[config.mk]
export PLATFORM = sky130hd
export DESIGN_NAME = alu_exec_stage
export DESIGN_NICKNAME = d
export VERILOG_FILES = /design/src/rtl/alu_pkg.sv /design/src/rtl/alu_core.sv /design/src/rtl/alu_exec_stage.sv
export SDC_FILE = /design/constraint.sdc
export NUM_CORES = 1
export LEC_CHECK = 0
export ABC_CLOCK_PERIOD_IN_PS = 6400
export CAP_MARGIN = 20
export CORE_MARGIN = 1.5
export CORE_UTILIZATION = 30
export DETAILED_ROUTE_END_ITERATION = 6
export MAX_ROUTING_LAYER = met4
export SLEW_MARGIN = 20
export SYNTH_ARGS = -nofsm -noshare
export SYNTH_HDL_FRONTEND = slang
export SYNTH_SLANG_ARGS = --single-unit
[constraint.sdc]
create_clock -name clk -period 6.4 [get_ports clk]
set_input_delay 0.64 -clock clk [delete_from_list [all_inputs] [get_ports clk]]
set_output_delay 0.64 -clock clk [all_outputs]
set_load 0.01 [all_outputs]
[src/rtl/alu_pkg.sv]
// +----------------------------------------------------------------------------+
// | alu_pkg : widths, opcodes, status-register indices and FSM states shared    |
// |           by the execute stage and its ALU core.                            |
// | Revision: 1.0                                                               |
// +----------------------------------------------------------------------------+
`default_nettype none

package alu_pkg;

    localparam int WORD_W = 20;
    localparam int HALF_W = 10;
    localparam int REG_AW = 4;
    localparam int OP_W   = 5;
    localparam int SR_W   = 3;

    localparam int SR_Z = 0;
    localparam int SR_S = 1;
    localparam int SR_C = 2;

    typedef enum logic [OP_W-1:0] {
        OP_NOT   = 5'd0,
        OP_AND   = 5'd1,
        OP_OR    = 5'd2,
        OP_XOR   = 5'd3,
        OP_SHL   = 5'd4,
        OP_SHR   = 5'd5,
        OP_ROTL  = 5'd6,
        OP_ROTR  = 5'd7,
        OP_SWAP  = 5'd8,
        OP_INC   = 5'd9,
        OP_DEC   = 5'd10,
        OP_ADD   = 5'd11,
        OP_ADC   = 5'd12,
        OP_SUB   = 5'd13,
        OP_SBC   = 5'd14,
        OP_EQ    = 5'd15,
        OP_GT    = 5'd16,
        OP_LT    = 5'd17,
        OP_GE    = 5'd18,
        OP_LE    = 5'd19,
        OP_LDSR  = 5'd20,
        OP_XORSR = 5'd21
    } op_e;

    typedef enum logic [1:0] {
        ST_IDLE = 2'd0,
        ST_EXEC = 2'd1,
        ST_WB_A = 2'd2,
        ST_WB_B = 2'd3
    } state_e;

    function automatic logic [WORD_W-1:0] active_mask(input logic mode);
        return mode ? {WORD_W{1'b1}}
                    : {{(WORD_W-HALF_W){1'b0}}, {HALF_W{1'b1}}};
    endfunction

    function automatic logic active_msb(input logic mode, input logic [WORD_W-1:0] x);
        logic [WORD_W-1:0] sel;
        sel = mode ? {1'b1, {(WORD_W-1){1'b0}}}
                   : {{(WORD_W-HALF_W){1'b0}}, 1'b1, {(HALF_W-1){1'b0}}};
        return |(x & sel);
    endfunction

endpackage

`default_nettype wire

[src/rtl/alu_core.sv]
// +----------------------------------------------------------------------------+
// | alu_core : combinational ALU - results, next status register and number   |
// |            of write-backs for one operation.                               |
// | Revision: 1.0                                                               |
// +----------------------------------------------------------------------------+
`default_nettype none

module alu_core
    import alu_pkg::*;
(
    input  logic [OP_W-1:0]   op,
    input  logic              mode,
    input  logic [WORD_W-1:0] a,
    input  logic [WORD_W-1:0] b,
    input  logic [SR_W-1:0]   sr_in,
    output logic [WORD_W-1:0] res_a,
    output logic [WORD_W-1:0] res_b,
    output logic [SR_W-1:0]   sr_next,
    output logic [1:0]        wb_cnt
);

    localparam int PAD_W = WORD_W - HALF_W;

    logic [WORD_W-1:0] w_mask;
    logic [WORD_W-1:0] w_am;
    logic [WORD_W-1:0] w_bm;
    logic [WORD_W-1:0] w_rhs;
    logic              w_cin;
    logic [WORD_W:0]   w_sum;
    logic [WORD_W:0]   w_diff;
    logic              w_carry;
    logic              w_borrow;
    logic [WORD_W-1:0] w_shl;
    logic [WORD_W-1:0] w_shr;
    logic [WORD_W-1:0] w_rotl;
    logic [WORD_W-1:0] w_rotr;
    logic              w_old_msb;
    logic              w_eq;
    logic              w_lt;
    logic [WORD_W-1:0] w_res;
    logic              w_c_new;
    logic              w_upd_zs;

    assign w_mask = active_mask(mode);
    assign w_am   = a & w_mask;
    assign w_bm   = b & w_mask;

    // One shared adder/subtractor: INC/DEC use a constant 1, ADC/SBC add SR.C.
    assign w_rhs = (op == OP_INC || op == OP_DEC) ? {{(WORD_W-1){1'b0}}, 1'b1} : w_bm;
    assign w_cin = (op == OP_ADC || op == OP_SBC) ? sr_in[SR_C] : 1'b0;

    assign w_sum  = {1'b0, w_am} + {1'b0, w_rhs} + {{WORD_W{1'b0}}, w_cin};
    assign w_diff = {1'b0, w_am} - {1'b0, w_rhs} - {{WORD_W{1'b0}}, w_cin};

    assign w_carry  = mode ? w_sum[WORD_W] : w_sum[HALF_W];
    // Operands are zero-extended, so any underflow wraps into the top bit.
    assign w_borrow = w_diff[WORD_W];

    assign w_shl     = (w_am << 1) & w_mask;
    assign w_shr     = w_am >> 1;
    assign w_old_msb = active_msb(mode, w_am);

    assign w_rotl = mode ? {a[WORD_W-2:0], a[WORD_W-1]}
                         : {{PAD_W{1'b0}}, a[HALF_W-2:0], a[HALF_W-1]};
    assign w_rotr = mode ? {a[0], a[WORD_W-1:1]}
                         : {{PAD_W{1'b0}}, a[0], a[HALF_W-1:1]};

    assign w_eq = (w_am == w_bm);
    assign w_lt = (w_am < w_bm);

    always_comb begin
        res_a    = '0;
        res_b    = '0;
        sr_next  = sr_in;
        wb_cnt   = 2'd0;
        w_res    = '0;
        w_c_new  = sr_in[SR_C];
        w_upd_zs = 1'b0;

        case (op)
            OP_NOT: begin
                w_res = ~w_am & w_mask;  w_c_new = 1'b0;  w_upd_zs = 1'b1;
            end
            OP_AND: begin
                w_res = w_am & w_bm;     w_c_new = 1'b0;  w_upd_zs = 1'b1;
            end
            OP_OR: begin
                w_res = w_am | w_bm;     w_c_new = 1'b0;  w_upd_zs = 1'b1;
            end
            OP_XOR: begin
                w_res = w_am ^ w_bm;     w_c_new = 1'b0;  w_upd_zs = 1'b1;
            end
            OP_SHL: begin
                w_res = w_shl;           w_c_new = w_old_msb;  w_upd_zs = 1'b1;
            end
            OP_SHR: begin
                w_res = w_shr;           w_c_new = a[0];       w_upd_zs = 1'b1;
            end
            OP_ROTL: begin
                w_res = w_rotl;          w_upd_zs = 1'b1;
            end
            OP_ROTR: begin
                w_res = w_rotr;          w_upd_zs = 1'b1;
            end
            OP_INC, OP_ADD, OP_ADC: begin
                w_res = w_sum[WORD_W-1:0] & w_mask;  w_c_new = w_carry;  w_upd_zs = 1'b1;
            end
            OP_DEC, OP_SUB, OP_SBC: begin
                w_res = w_diff[WORD_W-1:0] & w_mask; w_c_new = w_borrow; w_upd_zs = 1'b1;
            end
            OP_SWAP: begin
                res_a  = w_bm;
                res_b  = w_am;
                wb_cnt = 2'd2;
            end
            OP_EQ, OP_GT, OP_LT, OP_GE, OP_LE: begin
                sr_next[SR_Z] = w_eq;
                sr_next[SR_S] = w_lt;
                sr_next[SR_C] = 1'b0;
            end
            OP_LDSR: begin
                sr_next = a[SR_W-1:0];
            end
            OP_XORSR: begin
                sr_next = sr_in ^ a[SR_W-1:0];
            end
            default: begin
                sr_next = sr_in;
            end
        endcase

        if (w_upd_zs) begin
            res_a         = w_res;
            wb_cnt        = 2'd1;
            sr_next[SR_Z] = (w_res == '0);
            sr_next[SR_S] = active_msb(mode, w_res);
            sr_next[SR_C] = w_c_new;
        end
    end

endmodule

`default_nettype wire

[src/rtl/alu_exec_stage.sv]
// +----------------------------------------------------------------------------+
// | alu_exec_stage : execute-stage controller - accepts one op, computes it,  |
// |                  updates SR and presents up to two register write-backs.  |
// | Revision: 1.0                                                               |
// +----------------------------------------------------------------------------+
`default_nettype none

module alu_exec_stage
    import alu_pkg::*;
(
    input  logic              clk,
    input  logic              rst_n,
    input  logic              in_valid,
    output logic              in_ready,
    input  logic [OP_W-1:0]   in_op,
    input  logic              in_mode,
    input  logic [WORD_W-1:0] in_a,
    input  logic [WORD_W-1:0] in_b,
    input  logic [REG_AW-1:0] in_rd_a,
    input  logic [REG_AW-1:0] in_rd_b,
    output logic              wb_valid,
    input  logic              wb_ready,
    output logic [REG_AW-1:0] wb_addr,
    output logic [WORD_W-1:0] wb_data,
    output logic [SR_W-1:0]   sr_out
);

    state_e            r_state;
    logic [OP_W-1:0]   r_op;
    logic              r_mode;
    logic [WORD_W-1:0] r_a;
    logic [WORD_W-1:0] r_b;
    logic [REG_AW-1:0] r_rd_a;
    logic [REG_AW-1:0] r_rd_b;
    logic [WORD_W-1:0] r_res_b;
    logic              r_second;
    logic              r_wb_valid;
    logic [REG_AW-1:0] r_wb_addr;
    logic [WORD_W-1:0] r_wb_data;
    logic [SR_W-1:0]   r_sr;

    logic [WORD_W-1:0] w_res_a;
    logic [WORD_W-1:0] w_res_b;
    logic [SR_W-1:0]   w_sr_next;
    logic [1:0]        w_wb_cnt;

    alu_core u_alu_core (
        .op      (r_op),
        .mode    (r_mode),
        .a       (r_a),
        .b       (r_b),
        .sr_in   (r_sr),
        .res_a   (w_res_a),
        .res_b   (w_res_b),
        .sr_next (w_sr_next),
        .wb_cnt  (w_wb_cnt)
    );

    always_ff @(posedge clk or negedge rst_n) begin
        if (!rst_n) begin
            r_state    <= ST_IDLE;
            r_op       <= '0;
            r_mode     <= 1'b0;
            r_a        <= '0;
            r_b        <= '0;
            r_rd_a     <= '0;
            r_rd_b     <= '0;
            r_res_b    <= '0;
            r_second   <= 1'b0;
            r_wb_valid <= 1'b0;
            r_wb_addr  <= '0;
            r_wb_data  <= '0;
            r_sr       <= '0;
        end else begin
            case (r_state)
                ST_IDLE: begin
                    if (in_valid) begin
                        r_op    <= in_op;
                        r_mode  <= in_mode;
                        r_a     <= in_a;
                        r_b     <= in_b;
                        r_rd_a  <= in_rd_a;
                        r_rd_b  <= in_rd_b;
                        r_state <= ST_EXEC;
                    end
                end
                ST_EXEC: begin
                    r_sr     <= w_sr_next;
                    r_res_b  <= w_res_b;
                    r_second <= (w_wb_cnt == 2'd2);
                    if (w_wb_cnt != 2'd0) begin
                        r_wb_valid <= 1'b1;
                        r_wb_addr  <= r_rd_a;
                        r_wb_data  <= w_res_a;
                        r_state    <= ST_WB_A;
                    end else begin
                        r_state <= ST_IDLE;
                    end
                end
                ST_WB_A: begin
                    if (wb_ready) begin
                        // SWAP keeps wb_valid high and reloads the second result.
                        if (r_second) begin
                            r_wb_addr <= r_rd_b;
                            r_wb_data <= r_res_b;
                            r_state   <= ST_WB_B;
                        end else begin
                            r_wb_valid <= 1'b0;
                            r_state    <= ST_IDLE;
                        end
                    end
                end
                ST_WB_B: begin
                    if (wb_ready) begin
                        r_wb_valid <= 1'b0;
                        r_state    <= ST_IDLE;
                    end
                end
                default: begin
                    r_wb_valid <= 1'b0;
                    r_state    <= ST_IDLE;
                end
            endcase
        end
    end

    assign in_ready = rst_n && (r_state == ST_IDLE);
    assign wb_valid = r_wb_valid;
    assign wb_addr  = r_wb_addr;
    assign wb_data  = r_wb_data;
    assign sr_out   = r_sr;

endmodule

`default_nettype wire

[Word-level counts from Yosys, hierarchy flattened]
Index checks and enable logic that the tools add are counted.
Widths: inputs -> output; s select.
Word-level totals
  register bits: 105
  bits of input ports: 58
  output and inout port bits: 29
  word-level logic and storage cells: 124
Operators by class
  $add $sub $neg: 4
  order comparisons: 1
  equality and inequality tests: 33
  multiplexer cells: 36
  bitwise gates (word level): 13
  reductions and logical operators: 23
Operators with widths (number)
  $mux 20: 11
  $pmux 20 s10: 1
  $and 20x20->20: 9
  $eq 5x4->1 const B: 8
  $pmux 20 s2: 1
  $reduce_or 20->1: 2
  $eq 5x5->1 const B: 6
  $add 20x20->21: 1
  $add 21x1->21: 1
  $sub 20x20->21: 1
  $sub 21x1->21: 1
  $eq 20x20->1: 1
  $eq 5x3->1 const B: 4
  $logic_not 20->1: 1
  $lt 20x20->1: 1
  $not 20->20: 1
  $or 20x20->20: 1
  $xor 20x20->20: 1
  $mux 2: 7
  $reduce_or 14->1: 1
  $mux 4: 3
  $ne 2x2->1 const B: 6
  $eq 5x2->1 const B: 2
  $pmux 3 s3: 1
  other kinds (25): 38

[Longest topological paths before layout]
  word-level depth: 10
  depth in mapped cells: 21
  mapped depth without buffers: 20

[Modules after synthesis]
A second synthesis with hierarchy kept.
Unflattened totals
  cells, all modules: 1152
  area total of the unflattened synthesis: 10174.8 um2
Modules (own cells, without submodules)
  alu_core: times used 1, cells each 837, area an instance 5676.7 um2, seq. area each 0.0 um2
  alu_exec_stage: times used 1, cells each 315, area an instance 4498.1 um2, seq. area each 2627.5 um2

[Worst setup path after synthesis]
OpenSTA, ideal clock, no wires.
  path type: reg-to-reg
  start: reg r_op[0]
  end: reg r_sr[0], in the netlist sr_out[0]
  setup time: 69 ps
  arrival time: 5549 ps
  data required time: 6331 ps
  setup slack: 782 ps
  cell stages (with the launch flop): 22
  buffers on the path: 5
  clock period less this slack: 5618 ps
  cells stage by stage: dfrtp_1 > buf_2 > buf_2 > buf_2 > clkbuf_1 > clkbuf_1 > or3_1 > fa_1 > inv_1 > ha_1 > or2_2 > fa_1 > nand2b_2 > a2111oi_4 > nor2_2 > a211o_1 > xor2_1 > a211o_1 > a2111oi_2 > nand4_1 > or4_1 > nand3_1
Between the ends
  word-level cells in the longest chain between the ends: 9
  elaborated cells on any way between the ends: 42
  those cells by class: add/sub (4); eq/ne (20); mux (6); bitwise (2); reduce/logical (10)
RTL lines
  start: declaration: RTL line alu_exec_stage.sv:29  | logic [OP_W-1:0] r_op;
  start signal: assignment: RTL line alu_exec_stage.sv:78  | r_op <= in_op;
  $eq 5x4->1: RTL line alu_core.sv:49, alu_core.sv:80
  $logic_or 1x1->1: RTL line alu_core.sv:49  | assign w_rhs = (op == OP_INC || op == OP_DEC) ? {{(WORD_W-1){1'b0}}, 1'b1} : w_bm;
  $mux 20: RTL line alu_core.sv:49
  $sub 20x20->21 or $add 20x20->21 (tied branches): RTL line alu_core.sv:53, alu_core.sv:52
  $sub 21x1->21 or $add 21x1->21 (tied branches): RTL line alu_core.sv:53, alu_core.sv:52
  $and 20x20->20 (on tied branches): RTL line alu_core.sv:109, alu_core.sv:106
  $pmux 20 s10: RTL line alu_core.sv:80  | case (op)
  $logic_not 20->1: RTL line alu_core.sv:135  | sr_next[SR_Z] = (w_res == '0);
  $mux 3: RTL line alu_core.sv:132  | if (w_upd_zs) begin
  end signal: assignment: RTL line alu_exec_stage.sv:88  | r_sr <= w_sr_next;
  end: declaration: RTL line alu_exec_stage.sv:40  | logic [SR_W-1:0] r_sr;
Several ways; a longest one is shown, not always the timed one.
A chain may end at the register's enable or synchronous reset.

[Worst setup path after layout]
Same ends and word-level chain as after synthesis.

==> summary.md <==
| Metric | Value |
|---|---|
| Die Area | `approximately 33000 um2` |
| Post-synth EDFFs | `0` |
| Vias in the first global route | `8725` |
| Sequential element share of the synthesized area | `between 20% and 30%` |
| Minimum clock period after layout | `5.83 ns` |
| HP Class | `in2async` |
| DRT Pass-1 Iters | `5` |
| Synth Area in Compound Gates | `24.3%` |
| Yosys reg bits | `105` |
| CP Cell Sequence | `nor2b_1 -> o21ai_0 -> nand2_1 -> inv_1 -> fa_1 -> inv_1 -> ha_1 -> or2_2 -> fa_1 -> nand2b_2 -> a21oi_1 -> xor2_1 -> o22ai_1 -> a221o_1 -> nor4_1 -> nor4bb_1 -> nand4_1 -> or4_1 -> nand3_1` |
| Post-DP Area | `roughly 11000 um2` |
| Gate Count Post-Synth | `1154` |
| CTS Sinks | `105` |
| RSZ-0062 raised after global routing | `no` |
| Clock root cell | `clkbuf_16` |
| Via count | `9107` |
| Core area | `30800 um2` |
| Dpl ws | `0.675 ns` |
| H-tree depth | `3` |
| Initial antenna violation count | `0` |
| Worst-Margin Slew | `approximately 1.2 ns` |
| Vias/cell | `5.68` |
| Final Util | `35.7%` |
| Layout area overhead | `16.4%` |
| Setup TNS | `0 ns` |
| Post-route ant nets | `0` |
| Outcome | `completed` |
| CTS tree | `done` |
| Element type at the critical path end | `flop` |
| CTS buffer count | `9` |
| Core Rows | `64` |
| Xor-xnor portion of the synthesized cell area | `2.78%` |
| WP data arrival | `6.13 ns` |
| CP top delay family | `simple AND/OR/NAND/NOR gates` |
| Gp weighted congestion | `between 0.9 and 1` |
| Setup Buffers After CTS | `0` |
| WP buf/inv | `2` |
| Final Max Tran Viols | `0` |
| Synthesized cell area | `between 9000 and 10000 um2` |
| R2r worst-path depth | `19` |
| Slowest cell on the critical path | `dfrtp_1` |
| I/O Pins | `87` |
| Syn Area/Cell | `8.20 um2` |
| Worst path depth | `19` |
| Worst-Skew Late Latency | `0.36 ns` |
| CTS clk-pin slew, worst paths | `0.08 ns` |
| Mux share of post-synthesis cell area | `5.93%` |
| Largest family of logic cells by synthesized area | `compound AO/OA/AOI/OAI gates` |
| HPWL Detailed | `~26000 um` |
| Final Cycle Share | `91.2%` |
| WL final | `34100 um` |
| Synth cell types | `75` |
| Nets@finish | `1383` |
| Simple-Gate Fraction of Synth Area | `16.0%` |
| Post-synth ARST share | `between 90% and 100%` |
| Initial DRC count | `960` |
| Final setup fails | `0` |
| Fraction of layout cells with a size suffix above 1 | `7.04%` |
| Worst path max stage delay | `around 0.6 ns` |
| Global route overflow | `0` |
| Design area | `11000 um2` |
| Post-layout worst setup margin | `0.566 ns` |
| All-layer global routing usage | `21.3%` |
| Global-route wire length before repair | `52000 um` |
| Critical Path RT | `approximately 6.7 ns` |
| Crit path from | `r_op[0]$_DFFE_PN0P_` |
| Adder-cell share of the synthesized area | `16.3%` |
| Fin. Hold Viols | `0` |
| Crit Path Class | `reg2reg` |
| Synth warn | `0` |
| Slew margin rel. | `between 20% and 30%` |
| Largest buffer count on any clock path | `2` |
| Top_reg_cell synth | `dfrtp_1` |
| R2r startpoint | `r_op[0]$_DFFE_PN0P_` |
| Number of remaining DRC errors | `0` |
| Max Cap Violations | `0` |
| Ant diodes | `0` |
| Max Fclk | `0.171 GHz` |
| Startpoint types | `flop` |
| PortBufs | `86` |
| Filler cells | `3201` |
| Synthesized Nets | `1333` |
| Peak fanout along the critical path | `16` |
| Clock Skew | `0.0125 ns` |
| Initial Utilization | `a little under a third` |
| CTS Hold Buffers Added | `0` |
| Largest net degree at the start of global routing | `around 80` |
| Die width | `approximately 180 um` |
| Die Height | `181 um` |
| Post_cts resized | `0` |
| Routed WL per cell | `21.2 um` |
## placed cells by master (no fill, tap or decap), types with 4 or more instances in the layout
master           netlist  routed
nand2_1              151     151
ha_1                 117     117
dfrtp_1              105     105
inv_1                104     104
o21ai_0              100     100
clkdlybuf4s50_1        0      85
nor2_1                75      75
a21oi_1               59      59
mux2_2                31      31
o31ai_1               23      23
xnor2_1               23      23
mux2i_1               19      19
buf_4                  0      19
nand3_1               18      18
o22ai_1               17      17
nand2b_1              14      14
o221ai_1              14      14
nor3_1                13      13
a22oi_1               13      13
a21o_1                12      12
o211ai_1              12      12
a211oi_1              11      11
or3_1                 10      10
nor2b_1               10      10
a31oi_1               10      10
clkbuf_16              0       9
nand4_1                8       8
nor4_1                 8       8
a221o_1                8       8
xor2_1                 7       7
o21bai_1               6       6
a221oi_1               6       6
a211o_1                6       6
o21a_1                 5       5
o2111ai_1              5       5
nor3b_1                5       4
a2111oi_0              5       4
fa_1                   4       4
## final timing paths
| check | slack [ns] | to |
|---|---|---|
| worst min-delay path | 0.31 | r_a[14]$_DFFE_PN0P_ |
| worst max-delay path | 0.57 | sr_out[0]$_DFFE_PN0P_ |
| worst min register to register | 0.47 | r_res_b[9]$_DFFE_PN0P_ |
| max in group asynchronous | 4.89 | wb_data[10]$_DFFE_PN0P_ |
| worst max register to register | 0.57 | sr_out[0]$_DFFE_PN0P_ |
| min in group clk | 0.47 | r_res_b[9]$_DFFE_PN0P_ |
## flip-flops by register name (all words and copies together), names as in the netlist
| signal | flops |
|---|---|
| r_a | 20 |
| r_b | 20 |
| r_mode | 1 |
| r_op | 5 |
| r_rd_a | 4 |
| r_rd_b | 4 |
| r_res_b | 20 |
| r_second | 1 |
| r_state | 2 |
| sr_out | 3 |
| wb_addr | 4 |
| wb_data | 20 |
| wb_valid | 1 |
## layer usage
layer  GRT usage [%]  vias to the layer above  part of all wire (%)
met5               -                        -                     0
met1            28.8                     4402                    46
met3            3.52                       80                   6.7
li1                -                     4212                     -
met2            31.9                      413                    44
met4            7.46                        0                   3.3
## synth_stat cells, types with 11 or more instances
cell type / count / area share [%]
nand2_1: 151 / 6.0
ha_1: 117 / 15
dfrtp_1: 105 / 28
inv_1: 104 / 4.1
o21ai_0: 100 / 5.3
nor2_1: 75 / 3.0
a21oi_1: 59 / 3.1
clkbuf_1: 52 / 2.1
mux2_2: 31 / 3.7
o31ai_1: 23 / 1.8
xnor2_1: 23 / 2.1
mux2i_1: 19 / 2.0
nand3_1: 18 / 0.95
o22ai_1: 17 / 1.1
nand2b_1: 14 / 0.93
o221ai_1: 14 / 1.3
a22oi_1: 13 / 1.0
nor3_1: 13 / 0.69
a21o_1: 12 / 0.95
o211ai_1: 12 / 0.95
a211oi_1: 11 / 0.87
## worst reg2reg max path, cell delays in order, from the launching register on
cell and delay [ns]:
dfrtp_1 0.60, nor2b_1 0.37, o21ai_0 0.19, nand2_1 0.14
inv_1 0.06, fa_1 0.57, inv_1 0.06, ha_1 0.20
or2_2 0.29, fa_1 0.48, nand2b_2 0.24, a21oi_1 0.19
xor2_1 0.19, o22ai_1 0.10, a221o_1 0.41, nor4_1 0.40
nor4bb_1 0.41, nand4_1 0.20, or4_1 0.57, nand3_1 0.11
## final cells by class
cell class,instances,area [um2],share of cell area [%]
Clock buffer,12,267,2.42
Clock inverter,3,23.8,0.216
Inverter,104,390,3.54
Multi-Input combinational cell,879,6220,56.4
Sequential cell,105,2630,23.8
Tap cell,396,495,4.50
Timing Repair Buffer,105,998,9.06
## cell families (layout without fill, tap and decap cells)
logic type	count (synthesis)	after routing
AOI/OAI and AO/OA	344	344
xor gates and xnor gates	30	30
adders and majority gates	121	121
buffers and inverters	170	224
DFF	105	105
muxes	51	51
and+or+nand+nor	333	333
## metrics by stage
stage / hold WS (ns) / instances
CTS: 0.343 / 1604
finish: 0.310 / 1604
global placement: 0.455 / 1588
floorplan: 0.344 / 1154
global route: 0.363 / 1604
detailed placement: 0.460 / 1589
Power is left out: the tool's default activity adds up to more than one toggle a clock period on the data nets, which glitch-free logic cannot reach.
